===== src/rtl/led_pattern_engine_pkg.sv =====
// Shared mode and state encodings for the LED pattern engine and its bus wrapper.
package led_pattern_engine_pkg;

    typedef enum logic [1:0] {
        MODE_BOUNCE    = 2'd0,
        MODE_ROT_LEFT  = 2'd1,
        MODE_ROT_RIGHT = 2'd2,
        MODE_FILL      = 2'd3
    } mode_e;

    typedef enum logic [1:0] {
        ST_IDLE = 2'd0,
        ST_RUN  = 2'd1,
        ST_DONE = 2'd2
    } state_e;

    // Bounce and fill share the same out-and-back index walk.
    function automatic logic is_walk(input mode_e m);
        return (m == MODE_BOUNCE) || (m == MODE_FILL);
    endfunction

endpackage


===== src/rtl/led_step_timer.sv =====
// Step-period counter: counts 0..P-1 while enabled and pulses o_step on the wrap cycle.
module led_step_timer #(
    parameter int unsigned CW = 16
) (
    input  logic          i_clk,
    input  logic          i_reset,
    input  logic          i_enable,
    input  logic          i_clear,
    input  logic [CW-1:0] i_period,
    output logic          o_step
);

    logic [CW-1:0] cnt_q, cnt_d;

    // i_period is already clamped to >= 1 by the caller.
    assign o_step = i_enable && (cnt_q == (i_period - CW'(1)));

    always_comb begin
        cnt_d = cnt_q;
        if (i_clear || o_step) begin
            cnt_d = '0;
        end else if (i_enable) begin
            cnt_d = cnt_q + CW'(1);
        end
    end

    always_ff @(posedge i_clk or posedge i_reset) begin
        if (i_reset) begin
            cnt_q <= '0;
        end else begin
            cnt_q <= cnt_d;
        end
    end

endmodule


===== src/rtl/led_pattern_engine.sv =====
// LED pattern sequencer: bounce, rotate-left, rotate-right and bar-fill over a WIDTH-bit bank.
module led_pattern_engine
    import led_pattern_engine_pkg::*;
#(
    parameter int unsigned WIDTH = 8,
    parameter int unsigned CW    = 16,
    parameter int unsigned PW    = 4
) (
    input  logic             i_clk,
    input  logic             i_reset,
    input  logic             i_request,
    input  logic [1:0]       i_mode,
    input  logic [CW-1:0]    i_period,
    input  logic [PW-1:0]    i_passes,
    output logic             o_busy,
    output logic             o_done,
    output logic [WIDTH-1:0] o_led
);

    localparam int unsigned IW     = $clog2(WIDTH);
    localparam int unsigned S_WALK = 2 * (WIDTH - 1);
    localparam int unsigned S_ROT  = WIDTH;
    localparam int unsigned SW     = $clog2(S_WALK + 1);
    localparam logic [SW-1:0] LAST_WALK = SW'(S_WALK - 1);
    localparam logic [SW-1:0] LAST_ROT  = SW'(S_ROT - 1);
    localparam logic [IW-1:0] IDX_TOP   = IW'(WIDTH - 1);

    state_e           state_q, state_d;
    mode_e            mode_q, mode_d;
    logic [CW-1:0]    period_q, period_d;
    logic [PW-1:0]    passes_q, passes_d;
    logic [IW-1:0]    idx_q, idx_d;
    logic [SW-1:0]    step_cnt_q, step_cnt_d;
    logic [PW-1:0]    pass_cnt_q, pass_cnt_d;
    logic [WIDTH-1:0] led_q, led_d;
    logic             busy_q, busy_d;
    logic             done_q, done_d;

    logic             accept;
    logic             step;
    logic [SW-1:0]    last_step;
    logic [WIDTH:0]   fill_ext;

    assign accept    = (state_q == ST_IDLE) && i_request;
    assign last_step = is_walk(mode_q) ? LAST_WALK : LAST_ROT;

    led_step_timer #(.CW(CW)) u_timer (
        .i_clk    (i_clk),
        .i_reset  (i_reset),
        .i_enable (state_q == ST_RUN),
        .i_clear  (accept),
        .i_period (period_q),
        .o_step   (step)
    );

    always_comb begin
        state_d    = state_q;
        mode_d     = mode_q;
        period_d   = period_q;
        passes_d   = passes_q;
        idx_d      = idx_q;
        step_cnt_d = step_cnt_q;
        pass_cnt_d = pass_cnt_q;

        case (state_q)
            ST_IDLE: begin
                idx_d = '0;
                if (i_request) begin
                    mode_d     = mode_e'(i_mode);
                    period_d   = (i_period == '0) ? CW'(1) : i_period;
                    passes_d   = (i_passes == '0) ? PW'(1) : i_passes;
                    step_cnt_d = '0;
                    pass_cnt_d = '0;
                    state_d    = ST_RUN;
                end
            end
            ST_RUN: begin
                if (step) begin
                    // Walk direction follows the step count: rising for the first WIDTH-1 steps.
                    case (mode_q)
                        MODE_ROT_LEFT:  idx_d = (idx_q == IDX_TOP) ? '0 : idx_q + IW'(1);
                        MODE_ROT_RIGHT: idx_d = (idx_q == '0) ? IDX_TOP : idx_q - IW'(1);
                        default:        idx_d = (step_cnt_q < SW'(WIDTH - 1)) ? idx_q + IW'(1)
                                                                              : idx_q - IW'(1);
                    endcase
                    if (step_cnt_q == last_step) begin
                        step_cnt_d = '0;
                        if (pass_cnt_q == (passes_q - PW'(1))) begin
                            state_d = ST_DONE;
                        end else begin
                            pass_cnt_d = pass_cnt_q + PW'(1);
                        end
                    end else begin
                        step_cnt_d = step_cnt_q + SW'(1);
                    end
                end
            end
            ST_DONE: begin
                idx_d   = '0;
                state_d = ST_IDLE;
            end
            default: begin
                idx_d   = '0;
                state_d = ST_IDLE;
            end
        endcase

        busy_d   = (state_d == ST_RUN);
        done_d   = (state_d == ST_DONE);
        fill_ext = ((WIDTH + 1)'(2) << idx_d) - (WIDTH + 1)'(1);
        led_d    = (mode_d == MODE_FILL) ? fill_ext[WIDTH-1:0] : (WIDTH'(1) << idx_d);
    end

    always_ff @(posedge i_clk or posedge i_reset) begin
        if (i_reset) begin
            state_q    <= ST_IDLE;
            mode_q     <= MODE_BOUNCE;
            period_q   <= CW'(1);
            passes_q   <= PW'(1);
            idx_q      <= '0;
            step_cnt_q <= '0;
            pass_cnt_q <= '0;
            led_q      <= WIDTH'(1);
            busy_q     <= 1'b0;
            done_q     <= 1'b0;
        end else begin
            state_q    <= state_d;
            mode_q     <= mode_d;
            period_q   <= period_d;
            passes_q   <= passes_d;
            idx_q      <= idx_d;
            step_cnt_q <= step_cnt_d;
            pass_cnt_q <= pass_cnt_d;
            led_q      <= led_d;
            busy_q     <= busy_d;
            done_q     <= done_d;
        end
    end

    assign o_busy = busy_q;
    assign o_done = done_q;
    assign o_led  = led_q;

`ifdef FORMAL
    a_led_nonzero: assert property (@(posedge i_clk) disable iff (i_reset) o_led != '0);
    a_onehot:      assert property (@(posedge i_clk) disable iff (i_reset)
                                    (mode_q != MODE_FILL) |-> $onehot(o_led));
    a_thermo:      assert property (@(posedge i_clk) disable iff (i_reset)
                                    (mode_q == MODE_FILL) |->
                                    (o_led[0] && ((o_led & (o_led + WIDTH'(1))) == '0)));
    a_counters:    assert property (@(posedge i_clk) disable iff (i_reset)
                                    (state_q == ST_RUN) |->
                                    ((step_cnt_q <= last_step) && (pass_cnt_q <= passes_q - PW'(1))));
    a_busy_done:   assert property (@(posedge i_clk) disable iff (i_reset) !(o_busy && o_done));
    a_done_pulse:  assert property (@(posedge i_clk) disable iff (i_reset) o_done |=> !o_done);
`endif

endmodule


===== config.mk =====
export PLATFORM = sky130hd
export DESIGN_NAME = led_pattern_engine
export DESIGN_NICKNAME = d
export VERILOG_FILES = /design/src/rtl/led_pattern_engine_pkg.sv /design/src/rtl/led_step_timer.sv /design/src/rtl/led_pattern_engine.sv
export SDC_FILE = /design/constraint.sdc
export NUM_CORES = 1
export LEC_CHECK = 0
export CAP_MARGIN = 40
export CORE_MARGIN = 3
export CORE_UTILIZATION = 58
export DETAILED_ROUTE_END_ITERATION = 8
export GPL_TIMING_DRIVEN = 0
export PLACE_DENSITY = 0.9
export SETUP_SLACK_MARGIN = 0.1
export SLEW_MARGIN = 0
export SYNTH_ARGS = -nofsm -noshare
export SYNTH_HDL_FRONTEND = slang
export SYNTH_SLANG_ARGS = --single-unit

===== constraint.sdc =====
create_clock -name i_clk -period 4.74 [get_ports i_clk]
set_input_delay 0.474 -clock i_clk [delete_from_list [all_inputs] [get_ports i_clk]]
set_output_delay 0.474 -clock i_clk [all_outputs]
set_load 0.005 [all_outputs]

---- Word level (Yosys, flattened, before mapping) ----
Cells that the tools add are included.
word-level totals
  word-level logic and storage cells ...... 78
  input bits .............................. 25
  bits in registers ....................... 61
operators by class
  reductions and logical operators ........ 14
  add/subtract/negate cells ............... 8
  mux-type cells .......................... 27
  shifts and indexed selects .............. 2
  order comparisons ....................... 1
  equal/unequal tests ..................... 15
operators by type and width
  operator                                                                number
  16-bit 2-to-1 mux                                                       3
  4-bit 2-to-1 mux                                                        8
  16-bit by 1-bit adder with 16-bit output (second input constant)        1
  16-bit equality test                                                    1
  16-bit zero test                                                        1
  4-bit case mux with 2 select lines                                      2
  16-bit by 1-bit subtractor with 16-bit output (second input constant)   1
  3-bit 2-to-1 mux                                                        5
  2-bit 2-to-1 mux                                                        6
  4-bit by 1-bit adder with 4-bit output (second input constant)          2
  2-bit equality test (second input constant)                             4
  4-bit equality test                                                     2
  8-bit 2-to-1 mux                                                        1
  2-bit inequality test (second input constant)                           4
  1-bit by 3-bit left shift with 8-bit output (first input constant)      1
  2-bit by 3-bit left shift with 8-bit output (first input constant)      1
  8-bit by 2-bit subtractor with 8-bit output (second input constant)     1
  2-bit by 1-bit equality test with 1-bit output (second input constant)  3
  3-bit case mux with 2 select lines                                      1
  5-bit AND reduction                                                     1
  2-bit zero test                                                         2
  4-bit zero test                                                         1
  4-bit by 3-bit < comparator with 1-bit output (second input constant)   1
  2-bit case mux with 2 select lines                                      1
  other kinds (10)                                                        13

---- Depth between registers and ports, before layout ----
Gate-level depths: netlist (run 1).
  depth in word-level cells ............... 8
  mapped depth ............................ 17

---- Modules after synthesis ----
A second synthesis (run 1) with hierarchy kept.
unflattened totals
  cells, all modules ...................... 356
  area, all modules ....................... 3609.7 µm²
modules (own cells, without submodules)
  module              area each (µm²)  cells each  times used  sequential area each (µm²)
  led_pattern_engine  2278.4           207         1           1129.8
  led_step_timer      1331.3           149         1           400.4

---- Worst setup path after synthesis (run 1) ----
OpenSTA, ideal clock, no wires.
  kind .................................... register to register
  start ................................... reg period_q[1]
  end ..................................... reg led_q[5], in the netlist o_led[5]
  clock period less this slack ............ 4.241 ns
  path slack .............................. 0.499 ns
  arrival time ............................ 4.151 ns
  setup time .............................. 0.090 ns
  cell stages (with the launch flop) ...... 18
  data required time ...................... 4.650 ns
  cells stage by stage .................... dfrtp_1 -> inv_1 -> ha_1 -> or4b_1 -> buf_2 -> or4_4 -> nor4_4 -> a211oi_2 -> or4_4 -> nor3_1 -> nor2_1 -> nor2_1 -> o21ai_0 -> ha_1 -> or3_1 -> nor3_1 -> o211ai_1 -> o2111ai_1
between the ends
  longest elaborated chain between the ends .. 8
  elaborated cells on any way between the ends .. 9
  classes of those cells .................. add/sub: 2; eq/ne: 1; shift: 2; mux: 3; reduce/logical: 1
RTL lines
  element                                            RTL line                   source
  from (decl)                                        led_pattern_engine.sv:30   logic [CW-1:0] period_q, period_d;
  from (signal assigned)                             led_pattern_engine.sv:129  period_q <= period_d;
  16-bit by 1-bit subtractor with 16-bit output (*)  led_step_timer.sv:16       assign o_step = i_enable && (cnt_q == (i_period - CW'(1)));
  16-bit equality test (*)                           led_step_timer.sv:16
  1-bit logical AND (*)                              led_step_timer.sv:16
  3-bit 2-to-1 mux (*)                               led_pattern_engine.sv:78   if (step) begin
  3-bit 2-to-1 mux (*)                               led_pattern_engine.sv:65   case (state_q)
  named net idx_d[0]                                 led_pattern_engine.sv:32   logic [IW-1:0] idx_q, idx_d;
  2-bit by 3-bit left shift with 8-bit output        led_pattern_engine.sv:110  fill_ext = ((WIDTH + 1)'(2) << idx_d) - (WIDTH + 1)'(1);
  8-bit by 2-bit subtractor with 8-bit output        led_pattern_engine.sv:110
  8-bit 2-to-1 mux (*)                               led_pattern_engine.sv:111  led_d = (mode_d == MODE_FILL) ? fill_ext[WIDTH-1:0] : (WIDTH'(1) << idx_d);
  named net led_d[5]                                 led_pattern_engine.sv:35   logic [WIDTH-1:0] led_q, led_d;
  to (signal assigned)                               led_pattern_engine.sv:134  led_q <= led_d;
  to (decl)                                          led_pattern_engine.sv:35
The timed path passes the listed nets; every way through them passes the cells marked *.
A chain may end at the register's enable or synchronous reset.

---- Final worst setup path (run 1) ----
  start ................................... reg period_q[1]
  end ..................................... reg led_q[7], in the netlist o_led[7]
The elaborated chain is that of the path after synthesis.

==> results of run 1 <==
==> area by class of cell <==
class / instances / area, um^2 / area share (%)
buffer: 12 / 47.5 / 1.05
timing repair buffer: 39 / 390 / 8.64
clock inverter: 3 / 42.5 / 0.941
inverter: 16 / 60.1 / 1.33
clock buffer: 13 / 169 / 3.74
tap: 75 / 93.8 / 2.08
multi-input combinational: 315 / 2190 / 48.4
sequential: 61 / 1530 / 33.9
==> cells by family after synthesis <==
group,count (synthesis),share of synthesized area [%]
compound gates,73,12.9
xor+xnor,41,9.53
fa+ha+maj,12,3.99
buf+inv,28,2.86
flops,61,40.6
mux,23,6.68
simple gates,166,23.5
==> cells in the final DEF, fill, tap and decap left out, drive strengths merged, types with 3 or more instances in the layout <==
cell type,count
buf,7
clkdlybuf4s50,34
nand4,4
nand3,5
nand3b,3
nor4,14
o21a,5
nor3,19
or4,7
mux2i,6
nor2b,4
and3,7
ha,12
xor2,23
dfstp,3
dfrtp,58
nand2,37
o31ai,3
o21ai,21
or3,9
nor2,43
o211ai,3
clkbuf,23
mux2,17
a211oi,4
a21oi,20
xnor2,18
nand2b,6
inv,16
==> registers in the layout (all words and copies together) (netlist names) <==
| register | cells |
|---|---|
| idx_q | 3 |
| mode_q | 2 |
| o_busy | 1 |
| o_done | 1 |
| o_led | 8 |
| pass_cnt_q | 4 |
| passes_q | 4 |
| period_q | 16 |
| state_q | 2 |
| step_cnt_q | 4 |
| u_timer.cnt_q | 16 |
==> per-layer routing <==
| metal | wire length (um) | up-vias |
|---|---|---|
| li1 | - | 1542 |
| met1 | 4030 | 1615 |
| met2 | 4350 | 159 |
| met3 | 713 | 25 |
| met4 | 233 | 0 |
| met5 | 0 | - |
==> power groups by stage <==
stage	Clock, mW	Combinational, mW	Sequential [mW]
after global routing	0.520	0.345	0.633
final	0.491	0.311	0.627
after detailed placement	0	0.293	0.633
after CTS	0.496	0.299	0.624
after floorplan	0	0.212	0.619
after global placement	0	0.279	0.630
==> critical path, cell delays in order (launching register included) <==
cell	delay, ns
dfrtp_1	0.40
inv_1	0.09
ha_2	0.19
or4b_1	0.43
buf_2	0.18
or4_4	0.48
mux2_2	0.33
a211oi_4	0.39
nor4_4	0.11
buf_4	0.17
a21oi_4	0.15
nor2_1	0.10
nor2_2	0.15
o21ai_1	0.10
ha_2	0.23
or3_1	0.41
nor3_2	0.15
nor2_1	0.07
o211ai_1	0.20
==> worst max-delay path by stage <==
| stage | slack, ns | start | cells after the start | to |
|---|---|---|---|---|
| 6_report | 0.30 | period_q[1] | 18 | o_led[7] |
| 5_1_grt | 0.17 | period_q[1] | 18 | o_led[7] |
| 4_1_cts | 0.13 | period_q[1] | 17 | o_led[7] |
| 3_5_place_dp | -0.01 | period_q[1] | 17 | o_led[7] |
| 3_3_place_gp | 0.12 | period_q[1] | 17 | o_led[5] |
| 2_1_floorplan | 0.50 | period_q[1] | 17 | o_led[5] |
==> timing repair <==
action / in CTS / in global routing
gates resized for setup: 4 / 9
pin swaps: 0 / 5
setup endpoints to repair: 2 / 2
setup buffers: 0 / 4
==> results.toml, run 1 <==
[run_status]
status = "complete, no violations"

[cells_and_area]
nets = 491
fillers = 467
drive_above_1_share_pct = 13.7
fin_util_pct = 74.2
finalNonFillerCells = 534
fin_area_um2 = 4520
syn2layout_area_growth_pct = 20.0
diodes = 0

[synthesis]
yosysMostFrequentCell = "dfrtp_1"
synthDistinctLibCells = 54
synth_flop_cell = "dfrtp_1"
seq_area_frac_synth_pct = 40.6
synth_top_area_share_pct = 38.5
synth_fp_nets = 441
synth_cells = 404
synth_common_cells = "58 x dfrtp_1, 42 x nor2_1, 37 x nand2_1, 23 x xor2_1, 21 x o21ai_0"
synth-async-reset-ratio_pct = 100
syn-cell-area_um2 = 3770
ys_seq_elements = 61
yosysWarnings = 0
avgSynthCellArea_um2 = 9.33
synth_top_area_cell = "dfrtp_1"
synth_edf_count = 0
synth_area_leaders = "dfrtp_1 39%, xor2_1 5.3%, mux2_2 5.1%"

[pwr]
clockPowerShare_pct = 34.4
p_switching_uw = 432
comb_power_share_pct = 21.8
p_per_area_nw_per_um2 = 316
power_mw = 1.43
peakVddDrop_v = 0.000267
power.internal_uw = 997
p_leak_nw = 1.94
seqPwrFrac_pct = 43.9
netSwitchingFraction_pct = 30.2

[sta]
setup_violations = 0
drv_slew = 0
fin_worst_skew_ns = 0.00827
slew_headroom_pct = 51.4
period_needed_ns = 4.44
tightest_slew_ns = 0.730
finalSetupTns_ns = 0
max_freq_mhz = 225
fin_crit_sh_pct = 93.6
hold_ws_ns = 0.506
rsz0062_at_grt = "no"
hold_viol_final = 0
fin_ws_ns = 0.302

[clock_tree]
clk_pin_slew_ns = 0.07
htreeDepth = 3
clock_sinks = 61
cts_tree = "yes"
numCtsBuffers = 9
postCtsHoldBufs = 0
clockBufferDepth = 2
clock_latency_ns = 0.35
cts_root_buf = "clkbuf_8"

[die]
start_util_pct = 61.8
dieArea_um2 = 7500
die_w_um = 86.6
ios = 35
die_y_um = 86.6
core-area_um2 = 6100
rows = 28

[worst_setup_path]
critPathCaptureType = "flip-flop"
startpoint_type = "flip-flop"
arrival_ns = 4.70
critPathMaxFanout = 6
r2r_end = "o_led[7]"
r2r_slack_ns = 0.30
required_ns = 5.00
rr_worst_depth = 18
critical_path_class = "reg2reg"
reg2reg_from = "period_q[1]"

[routing]
drc = 0
drtIter0Drc = 239
detail-route-antenna-nets = 0
vias = 3341
firstDrtPassIters = 6
vias_per_cell = 6.26
routedWlPerCell_um = 17.5
wl_um = 9330

[global_route]
grt_max_degree = 34
grt_usage_pct = 26.7
met2_usage_pct = 41.6
grt-ovfl-total = 0
gr-usage-met1_pct = 35.9
busiest_layer = "met2"
grt_pass1_wl_um = 15400
grt_pass1_vias = 3243
grt_antenna_before_repair = 0
grt_util_met3_pct = 6.08

[placement]
dp.cells = 514
gp_congestion = 0.899
io_buffer_count = 34
place_ws_ns = -0.0144
hpwl_um = 6790
place_area_um2 = 4220

[hold_path]
min-delay-start = "step_cnt_q[0]"
hold_end = "step_cnt_q[0]"
min_delay_path_depth = 1
hp-class = "reg2reg"

[flow_run]
cap_violations = 0
Note: power is estimated with default switching activity, not from simulation.
==> run 2: changes to the inputs <==
- SETUP_SLACK_MARGIN: 0.1 -> not set
==> results.toml, run 2 (same netlist as run 1, synthesis figures left out) <==
[cells_and_area]
nets = 487
drive_above_1_share_pct = 12.3
seq_area_um2 = 1530
final_common_cell = "dfrtp_1"
multi_input_area_um2 = 2170
final_cell_mix = "58 x dfrtp_1, 41 x nor2_1, 37 x nand2_1"
syn2layout_area_growth_pct = 18.8
diodes = 0
fillers = 473
fin_util_pct = 73.4

[hold_path]
hp-class = "reg2reg"

[die]
die_w_um = 86.6
start_util_pct = 61.8
core-area_um2 = 6100
die_y_um = 86.6
ios = 35
rows = 28
dieArea_um2 = 7500

[placement]
hpwl_um = 6790
gp_congestion = 0.899
io_buffer_count = 34
place_ws_ns = -0.0144

[sta]
hold_ws_ns = 0.506
slew_headroom_pct = 50.8
hold_viol_final = 0
drv_slew = 0
fin_ws_ns = 0.190
finalSetupTns_ns = 0
tightest_slew_ns = 0.738
max_freq_mhz = 220
fin_worst_skew_ns = 0.00664
rsz0062_at_grt = "no"
fin_crit_sh_pct = 96.0
period_needed_ns = 4.55
setup_violations = 0

[worst_setup_path]
arrival_ns = 4.81
critPathBufInv = 2
critical_path_class = "reg2reg"
slowest_stage = "or4_4"
startpoint_type = "flip-flop"
critPathCaptureType = "flip-flop"
critical_path.top_delay_family = "simple AND/OR/NAND/NOR gates"
critPathMaxFanout = 6
required_ns = 5.00
max_stage_delay_ns = 0.57
path_cells = "inv_1 -> ha_1 -> or4b_1 -> buf_2 -> or4_4 -> mux2_2 -> a211oi_4 -> or4_4 -> nor3_4 -> nor2_1 -> nor2_2 -> o21ai_0 -> ha_2 -> or3_1 -> nor3_2 -> nor2_1 -> o211ai_1"

[routing]
wl_um = 9310
drtIter0Drc = 245
routedWlPerCell_um = 17.6
detail-route-antenna-nets = 0
met3_wirelength_um = 699
wl_met1_um = 4060
vias = 3325
vias_per_cell = 6.27
met2WireLength_um = 4300
firstDrtPassIters = 5
drc = 0
top_layer_used = "met4"

[global_route]
grt_max_degree = 34
grt_pass1_vias = 3243
grt_usage_pct = 26.7
grt_pass1_wl_um = 15400
grt_antenna_before_repair = 0
grt-ovfl-total = 0

[clock_tree]
clk_pin_slew_ns = 0.07
cts_tree = "yes"
postCtsHoldBufs = 0
clockBufferDepth = 2
numCtsBuffers = 9
postCtsSetupRepairBufs = 0
htreeDepth = 3
clock_latency_ns = 0.35
clock_sinks = 61
cts_root_buf = "clkbuf_8"

[pwr]
p_leak_nw = 1.92
peakVddDrop_v = 0.000267
p_per_area_nw_per_um2 = 318

[run_status]
status = "complete, no violations"

[flow_run]
cap_violations = 0
==> run 2: changes by cell type in the layout (fill, tap and decap cells not counted), sizes merged <==
cell  before  now
buf        7    3
==> run 2: final cells by class <==
| class | count | share of cell area [%] |
|---|---|---|
| Sequential cell | 61 | 34.2 |
| Timing Repair Buffer | 35 | 8.05 |
| Buffer | 12 | 1.06 |
| Clock inverter | 3 | 0.951 |
| Clock buffer | 13 | 3.78 |
| Inverter | 16 | 1.34 |
| Multi-Input combinational cell | 315 | 48.5 |
| Tap cell | 75 | 2.10 |
==> run 2: worst paths after layout <==
kind | start | end | slack (ns) | depth (start not counted)
worst min register to register | step_cnt_q[0] | step_cnt_q[0] | 0.51 | 1
min in group asynchronous | i_reset | period_q[2] | 0.52 | 2
worst max-delay path | period_q[1] | o_led[7] | 0.19 | 17
worst min-delay path | step_cnt_q[0] | step_cnt_q[0] | 0.51 | 1
max in group asynchronous | i_reset | o_led[0] | 3.56 | 3
worst max register to register | period_q[1] | o_led[7] | 0.19 | 17
==> run 2: repair_timing <==
item / in CTS / in global routing
pin swaps: 0 / 1
setup endpoints to repair: 2 / 2
gates resized for setup: 2 / 6
==> run 2: power by group <==
group	switching (mW)	internal, mW	leakage, nW
Clock	0.206	0.285	0.106
Combinational	0.165	0.140	1.05
Sequential	0.0587	0.568	0.765
==> run 2: metal layers <==
metal	track usage (%)	vias to the layer above
li1	-	1532
met1	35.9	1614
met2	41.6	148
met3	6.08	31
met4	11.5	0
met5	0	-
==> run 2: metrics by stage <==
stage	instances	power, mW	cell area [um^2]
2_1_floorplan	404	0.831	3770
3_3_place_gp	513	0.909	4200
3_5_place_dp	514	0.927	4220
4_1_cts	530	1.42	4450
5_1_grt	530	1.49	4470
6_report	530	1.42	4470
